--- config.mk ---
export PLATFORM = sky130hd
export DESIGN_NAME = chunk_copy_seq_flat
export DESIGN_NICKNAME = d
export VERILOG_FILES = /design/src/rtl/chunk_copy_pkg.sv /design/src/rtl/chunk_copy_seq_if.sv /design/src/rtl/chunk_idx_ctr.sv /design/src/rtl/chunk_copy_seq.sv /design/src/flat_wrapper.sv
export SDC_FILE = /design/constraint.sdc
export NUM_CORES = 1
export LEC_CHECK = 0
export ABC_AREA = 1
export CORE_MARGIN = 2
export CORE_UTILIZATION = 49
export CTS_CLUSTER_DIAMETER = 120
export DETAILED_ROUTE_END_ITERATION = 10
export PLACE_DENSITY = 0.82
export SYNTH_ARGS = -nofsm -noshare
export SYNTH_HDL_FRONTEND = slang
export SYNTH_SLANG_ARGS = --single-unit
export TNS_END_PERCENT = 20
--- constraint.sdc ---
create_clock -name clk -period 1.85 [get_ports clk]
set_input_delay 0.2775 -clock clk [delete_from_list [all_inputs] [get_ports clk]]
set_output_delay 0.2775 -clock clk [all_outputs]
set_load 0.02 [all_outputs]
--- src/rtl/chunk_copy_pkg.sv ---
// Shared types and the elaboration-time parameter check for the chunked word copier.
package chunk_copy_pkg;

  typedef enum logic [1:0] {IDLE, COPY, DONE} chunk_copy_state_t;

  // The counter must reach WIDTH-CHUNK without wrapping, and chunks must tile the word exactly.
  function automatic bit params_ok(int width, int chunk, int idxw);
    bit ok;
    ok = (chunk >= 1) && (chunk <= width) && ((width % chunk) == 0) && (idxw >= 1);
    if (ok && idxw < 31) ok = ((1 << idxw) > (width - chunk));
    return ok;
  endfunction

endpackage

--- src/rtl/chunk_copy_seq_if.sv ---
// Handshake and data bundle between a word source/consumer and chunk_copy_seq.
interface chunk_copy_seq_if #(
  parameter int WIDTH = 128,
  parameter int IDXW  = 8
);
  logic             in_valid;
  logic             in_ready;
  logic [WIDTH-1:0] in_data;
  logic             out_valid;
  logic             out_ready;
  logic [WIDTH-1:0] out_data;
  logic             busy;
  logic [IDXW-1:0]  idx;

  modport master (
    output in_valid, in_data, out_ready,
    input  in_ready, out_valid, out_data, busy, idx
  );

  modport slave (
    input  in_valid, in_data, out_ready,
    output in_ready, out_valid, out_data, busy, idx
  );
endinterface

--- src/rtl/chunk_idx_ctr.sv ---
// Chunk base index counter: clears, steps by CHUNK, and flags the last chunk of the word.
module chunk_idx_ctr #(
  parameter int WIDTH = 128,
  parameter int CHUNK = 8,
  parameter int IDXW  = 8
) (
  input  logic            clk,
  input  logic            rst,
  input  logic            clear_i,
  input  logic            step_i,
  output logic [IDXW-1:0] idx_o,
  output logic            last_o
);

  localparam logic [IDXW-1:0] LAST_IDX = IDXW'(WIDTH - CHUNK);
  localparam logic [IDXW-1:0] STEP     = IDXW'(CHUNK);

  logic [IDXW-1:0] idx_q, idx_d;

  // Equality against the last base index ends the sweep, so the counter never wraps.
  always_comb begin
    idx_d = idx_q;
    if (clear_i) begin
      idx_d = '0;
    end else if (step_i) begin
      idx_d = last_o ? '0 : idx_q + STEP;
    end
  end

  always_ff @(posedge clk) begin
    if (rst) idx_q <= '0;
    else     idx_q <= idx_d;
  end

  assign idx_o  = idx_q;
  assign last_o = (idx_q == LAST_IDX);

endmodule

--- src/rtl/chunk_copy_seq.sv ---
// Accepts a WIDTH-bit word, copies it CHUNK bits per cycle into the output register, then offers it.
module chunk_copy_seq
  import chunk_copy_pkg::*;
#(
  parameter int WIDTH = 128,
  parameter int CHUNK = 8,
  parameter int IDXW  = 8
) (
  input logic             clk,
  input logic             rst,
  chunk_copy_seq_if.slave bus
);

  if (!params_ok(WIDTH, CHUNK, IDXW)) begin : g_param_fatal
    $fatal(1, "chunk_copy_seq: WIDTH must be a multiple of CHUNK and 2**IDXW must exceed WIDTH-CHUNK");
  end

  localparam logic [WIDTH-1:0] CHUNK_MASK = {WIDTH{1'b1}} >> (WIDTH - CHUNK);

  chunk_copy_state_t state_q, state_d;
  logic [WIDTH-1:0]  src_q, src_d;
  logic [WIDTH-1:0]  out_q, out_d;
  logic [WIDTH-1:0]  copy_mask;
  logic [IDXW-1:0]   idx;
  logic              idx_clr, idx_step, idx_last;

  chunk_idx_ctr #(
    .WIDTH (WIDTH),
    .CHUNK (CHUNK),
    .IDXW  (IDXW)
  ) u_idx_ctr (
    .clk     (clk),
    .rst     (rst),
    .clear_i (idx_clr),
    .step_i  (idx_step),
    .idx_o   (idx),
    .last_o  (idx_last)
  );

  // The mask selects out_data[idx +: CHUNK]; only that slice is refreshed from src each copy cycle.
  assign copy_mask = CHUNK_MASK << idx;

  always_comb begin
    state_d  = state_q;
    src_d    = src_q;
    out_d    = out_q;
    idx_clr  = 1'b0;
    idx_step = 1'b0;
    case (state_q)
      IDLE: begin
        if (bus.in_valid) begin
          src_d   = bus.in_data;
          out_d   = '0;
          idx_clr = 1'b1;
          state_d = COPY;
        end
      end
      COPY: begin
        out_d    = (out_q & ~copy_mask) | (src_q & copy_mask);
        idx_step = 1'b1;
        if (idx_last) state_d = DONE;
      end
      DONE: begin
        if (bus.out_ready) state_d = IDLE;
      end
      default: state_d = IDLE;
    endcase
  end

  always_ff @(posedge clk) begin
    if (rst) begin
      state_q <= IDLE;
      src_q   <= '0;
      out_q   <= '0;
    end else begin
      state_q <= state_d;
      src_q   <= src_d;
      out_q   <= out_d;
    end
  end

  assign bus.in_ready  = (state_q == IDLE);
  assign bus.out_valid = (state_q == DONE);
  assign bus.busy      = (state_q != IDLE);
  assign bus.out_data  = out_q;
  assign bus.idx       = idx;

endmodule
--- src/flat_wrapper.sv ---
// flat-port wrapper written by rule: the top's interface ports become plain ports
module chunk_copy_seq_flat import chunk_copy_pkg::*;
#(
  parameter int WIDTH = 128,
  parameter int CHUNK = 8,
  parameter int IDXW  = 8
)
  (clk, rst, bus_in_valid, bus_in_data, bus_out_ready, bus_in_ready, bus_out_valid, bus_out_data, bus_busy, bus_idx);
  chunk_copy_seq_if #(.WIDTH(WIDTH), .IDXW(IDXW)) bus_i ();
  input logic clk;
  input logic rst;
  input wire logic [$bits(bus_i.in_valid)-1:0] bus_in_valid;
  input wire logic [$bits(bus_i.in_data)-1:0] bus_in_data;
  input wire logic [$bits(bus_i.out_ready)-1:0] bus_out_ready;
  output wire logic [$bits(bus_i.in_ready)-1:0] bus_in_ready;
  output wire logic [$bits(bus_i.out_valid)-1:0] bus_out_valid;
  output wire logic [$bits(bus_i.out_data)-1:0] bus_out_data;
  output wire logic [$bits(bus_i.busy)-1:0] bus_busy;
  output wire logic [$bits(bus_i.idx)-1:0] bus_idx;
  assign bus_i.in_valid = bus_in_valid;
  assign bus_i.in_data = bus_in_data;
  assign bus_i.out_ready = bus_out_ready;
  assign bus_in_ready = bus_i.in_ready;
  assign bus_out_valid = bus_i.out_valid;
  assign bus_out_data = bus_i.out_data;
  assign bus_busy = bus_i.busy;
  assign bus_idx = bus_i.idx;
  chunk_copy_seq #(.WIDTH(WIDTH), .CHUNK(CHUNK), .IDXW(IDXW)) u_core (.clk(clk), .rst(rst), .bus(bus_i));
endmodule
==> summary by stage <==
Critical path
The required arrival time at the worst endpoint is 1.57 ns. Counting cells, the worst reg-to-reg path comes to 8. Data arrives at the worst endpoint at 1.56 ns. Setup slack on the worst reg-to-reg path comes out at 0.13 ns. The signal on the critical path passes through clkdlybuf4s50_1.

The cell class contributing the biggest share of worst-path delay is buffers and inverters. Counting both buffers and inverters, the worst setup path holds a total of 1. The kind of critical path is flip-flop to primary output. The startpoint identified for the worst register-to-register timing path is u_core.u_idx_ctr.idx_o[4].

The critical path starts at u_core.bus.out_data[82]. The largest single stage delay on the critical path is 0.68 ns. The type of destination of the critical path is a primary output. In this run the worst path has a maximum fanout of 3. The capture point of the worst reg-to-reg path is u_core.bus.out_data[73]. The startpoint kind of the worst setup timing path is a flip-flop.

The slowest library cell on the worst path is clkdlybuf4s50_1.

Synth
By area the synthesized netlist is led by dfxtp_1, nand2_1, a21oi_1, o21ai_0, inv_1. The average cell area after synthesis is 7.22 um^2. Yosys mapped a number of flops with a built-in enable equal to 0. The share of synthesized registers carrying an async set or reset is 0%. The top cell type by area accounts for 49.8% of the synthesized area. For this run, the leading register cell type out of synthesis is dfxtp_1. The cell type contributing the most total cell area after synthesis is dfxtp_1. After synthesis the netlist holds a flip-flop and latch count of 263.

The share of the yosys chip area belonging to registers is 49.8%. By count the netlist is led by nand2_1, dfxtp_1, a21oi_1, inv_1, o21ai_0. The post-synthesis instance total is 1465. The cell area after synthesis is 0.0106 mm^2. The library cell with the highest instance count after synthesis is nand2_1. The count of cell types in the netlist is 24.

The yosys synthesis warning count is 0.

GRT
In the global route stage, overall resource usage came out at 25.9%. The residual overflow from global routing is 0. The pin count of the biggest net entering global routing is 131. The number of global-route vias before repair came to 9703.

The initial antenna violation count is 2. The first-pass GRT wire length is 47.5 mm.

STA
The worst relative slew slack is 57.6%. The total count of max-transition violations in the final report is 0. Setup violations remaining at the end of the flow were counted as 0. The time the final worst path needs with I/O delays and setup is 1.84 ns.

The worst path setup slack after routing is 0.0132 ns. The pin slew with the least headroom to its limit is 0.636 ns. The setup clock skew after layout is 0.0225 ns.

The share of the clock period used by the worst path is 99.3%. The final hold slack is 0.323 ns. Setup repair after global routing left no endpoint under its margin.

The hold violation count in the final report is 0. Summed over all failing endpoints, the final setup total negative slack is 0 ns. Static timing analysis puts the maximum clock frequency at 544 MHz.

Min path
The path with the worst hold slack has its endpoint at u_core.state_q[0]. In this run the worst hold path is classified as input pin to flip-flop. The number of cells on the worst hold path is 3.

The startpoint of the worst hold path is rst.

Power
Summed over all nets, the switching power comes to 3370 uW. The part of the total power dissipated in the clock network is 42.1%. Power spread over the standard cell area amounts to 913 mW/mm^2.

Combinational cells account for 12.0% of the total power. The switching share of total power is 25.4%. The highest ir drop seen on vdd is 0.700 mV.

The internal power contribution is 9910 uW. The sequential fraction of design power is 45.9%. The static leakage is 0.00605 uW.

Final layout
At the end of the flow, the number of nets in the layout was 1849. The filler cells instantiated in the layout total 1695. Summing all multi-input logic gate instances after layout gives 0.00433 mm^2. The area used by sequential logic in the layout is 0.00527 mm^2.

In the final layout, the share of cells above drive strength 1 is 5.71%. The area added between synthesis and finish is 37.5%.

Route
The detailed router finished its first iteration with 648 violations. Wires add up to 30.6 mm. The average detailed-routed wire length per instance is 15.2 um.

The final route contains 10300 vias. The total DRC errors in the routed layout is 0. For this run, the detailed router's first-pass iteration total came to 6. Once detail routing completed, the nets flagged for antenna violations numbered 0. The number of vias per cell is 5.14.

Outcome
The flow ran to the end, and the final reports show no timing, DRC or antenna violations.

Placed design
The count of input and output buffers is 267. The placer's final routability congestion estimate is 0.840. Prior to clock tree synthesis, the placed netlist has a worst setup slack of 0.0333 ns. The half-perimeter wire length after detailed placement is 20.9 mm.

CTS
The clock drives 263 sinks. In this run the number of H-tree levels came out at 1. The quantity of hold-fixing buffers added after cts is 0. The number of clock buffers inserted by TritonCTS is 28. The clock latency on the worst-skew pair is 0.55 ns. The number of setup buffers added after CTS is 0. After clock tree synthesis, the clock-pin slew on the worst setup and hold paths is 0.06 ns. The tree is rooted in a clkbuf_16. The maximum root-to-sink buffer count is 3. The CTS tree is done.

Die
The die covers 0.0228 mm^2. The area of the core is 0.0211 mm^2. The die is 151 um wide. Row generation in the floorplan step produced 53 rows.

The die height is 151 um. Once the floorplan was initialized, standard cells occupied 50.2% of the core. 271 I/O pins were placed.

Flow run
Max-cap violations in this run came to 0.
## worst min-delay path: stages
cell	delay [ns]
buf_4	0.13
buf_12	0.25
nor2_1	0.16
## timing repair
| action | 4_1_cts | 5_1_grt |
|---|---|---|
| gates resized for setup | 16 | 29 |
| endpoints found under the setup margin | 14 | 44 |
| cloned | 0 | 0 |
## flip-flops by register name, summed over array words and instances (netlist names)
signal / cells
u_core.state_q: 2
u_core.bus.out_data: 128
u_core.u_idx_ctr.idx_o: 5
u_core.src_q: 128
## routing by layer
metal / up-vias / share of wire, % / GRT usage, %
li1: 5142 / - / -
met1: 4673 / 39 / 31.4
met2: 424 / 47 / 44.1
met3: 89 / 8.8 / 6.23
met4: 2 / 4.4 / 10.7
met5: - / 0.043 / 0
## cells by family (layout without fill, tap and decap cells)
kind of cell    after synthesis  in the layout  share of synthesized area [%]
simple gates                585            585                           22.7
compound gates              357            357                           17.2
flops                       263            263                           49.8
buf+inv                     253            519                           9.60
fa+ha+maj                     6              6                          0.710
other cells                   1              4                         0.0354
## worst max path at each step
stage,endpoint,cells past startpoint
after floorplan,u_core.bus.out_data[100],9
after global placement,u_core.src_q[113],5
after detailed placement,u_core.src_q[117],5
after CTS,bus_out_data[119],1
after global routing,bus_out_data[4],1
final,bus_out_data[82],1
## power groups by stage
stage | sequential [uW] | clock [uW] | combinational (uW)
2_1_floorplan | 6210 | 0 | 918
3_3_place_gp | 6210 | 0 | 1560
3_5_place_dp | 6220 | 0 | 1590
4_1_cts | 6100 | 5660 | 1590
5_1_grt | 6130 | 5890 | 1770
6_report | 6100 | 5590 | 1590
## cell usage in the layout, fill, tap and decap left out
| master | instances |
|---|---|
| a211oi_1 | 1 |
| a21oi_1 | 212 |
| buf_12 | 7 |
| buf_4 | 24 |
| bufinv_16 | 2 |
| clkbuf_1 | 5 |
| clkbuf_16 | 28 |
| clkbuf_8 | 6 |
| clkdlybuf4s15_1 | 1 |
| clkdlybuf4s50_1 | 228 |
| clkinv_2 | 10 |
| clkinv_8 | 1 |
| clkinvlp_4 | 1 |
| conb_1 | 3 |
| dfxtp_1 | 262 |
| dfxtp_2 | 1 |
| diode_2 | 1 |
| dlygate4sd2_1 | 13 |
| dlymetal6s2s_1 | 24 |
| ha_1 | 6 |
| inv_1 | 167 |
| inv_2 | 1 |
| inv_6 | 1 |
| nand2_1 | 348 |
| nand2_2 | 4 |
| nand2_4 | 1 |
| nand2_8 | 1 |
| nand3_1 | 106 |
| nand3_2 | 1 |
| nor2_1 | 112 |
| nor2_2 | 4 |
| nor2_4 | 6 |
| nor3_1 | 2 |
| o21ai_0 | 131 |
| o21bai_1 | 13 |
## area by class of cell
class / instances / area share [%]
multi-input combinational: 951 / 29.8
tap: 275 / 2.36
timing repair buffer: 297 / 20.8
inverter: 170 / 4.40
sequential: 263 / 36.2
antenna: 1 / 0.0172
clock inverter: 13 / 0.912
clock buffer: 39 / 5.51
## per-stage QoR
step	area (um^2)	util (%)	power [uW]	cells
5_1_grt	14500	69.0	13800	2009
3_3_place_gp	13600	64.3	7760	1956
6_report	14500	69.0	13300	2009
4_1_cts	14500	68.6	13300	2008
2_1_floorplan	10600	-	7130	1467
3_5_place_dp	13600	64.3	7810	1956
Note: power is estimated with default switching activity, not from simulation.
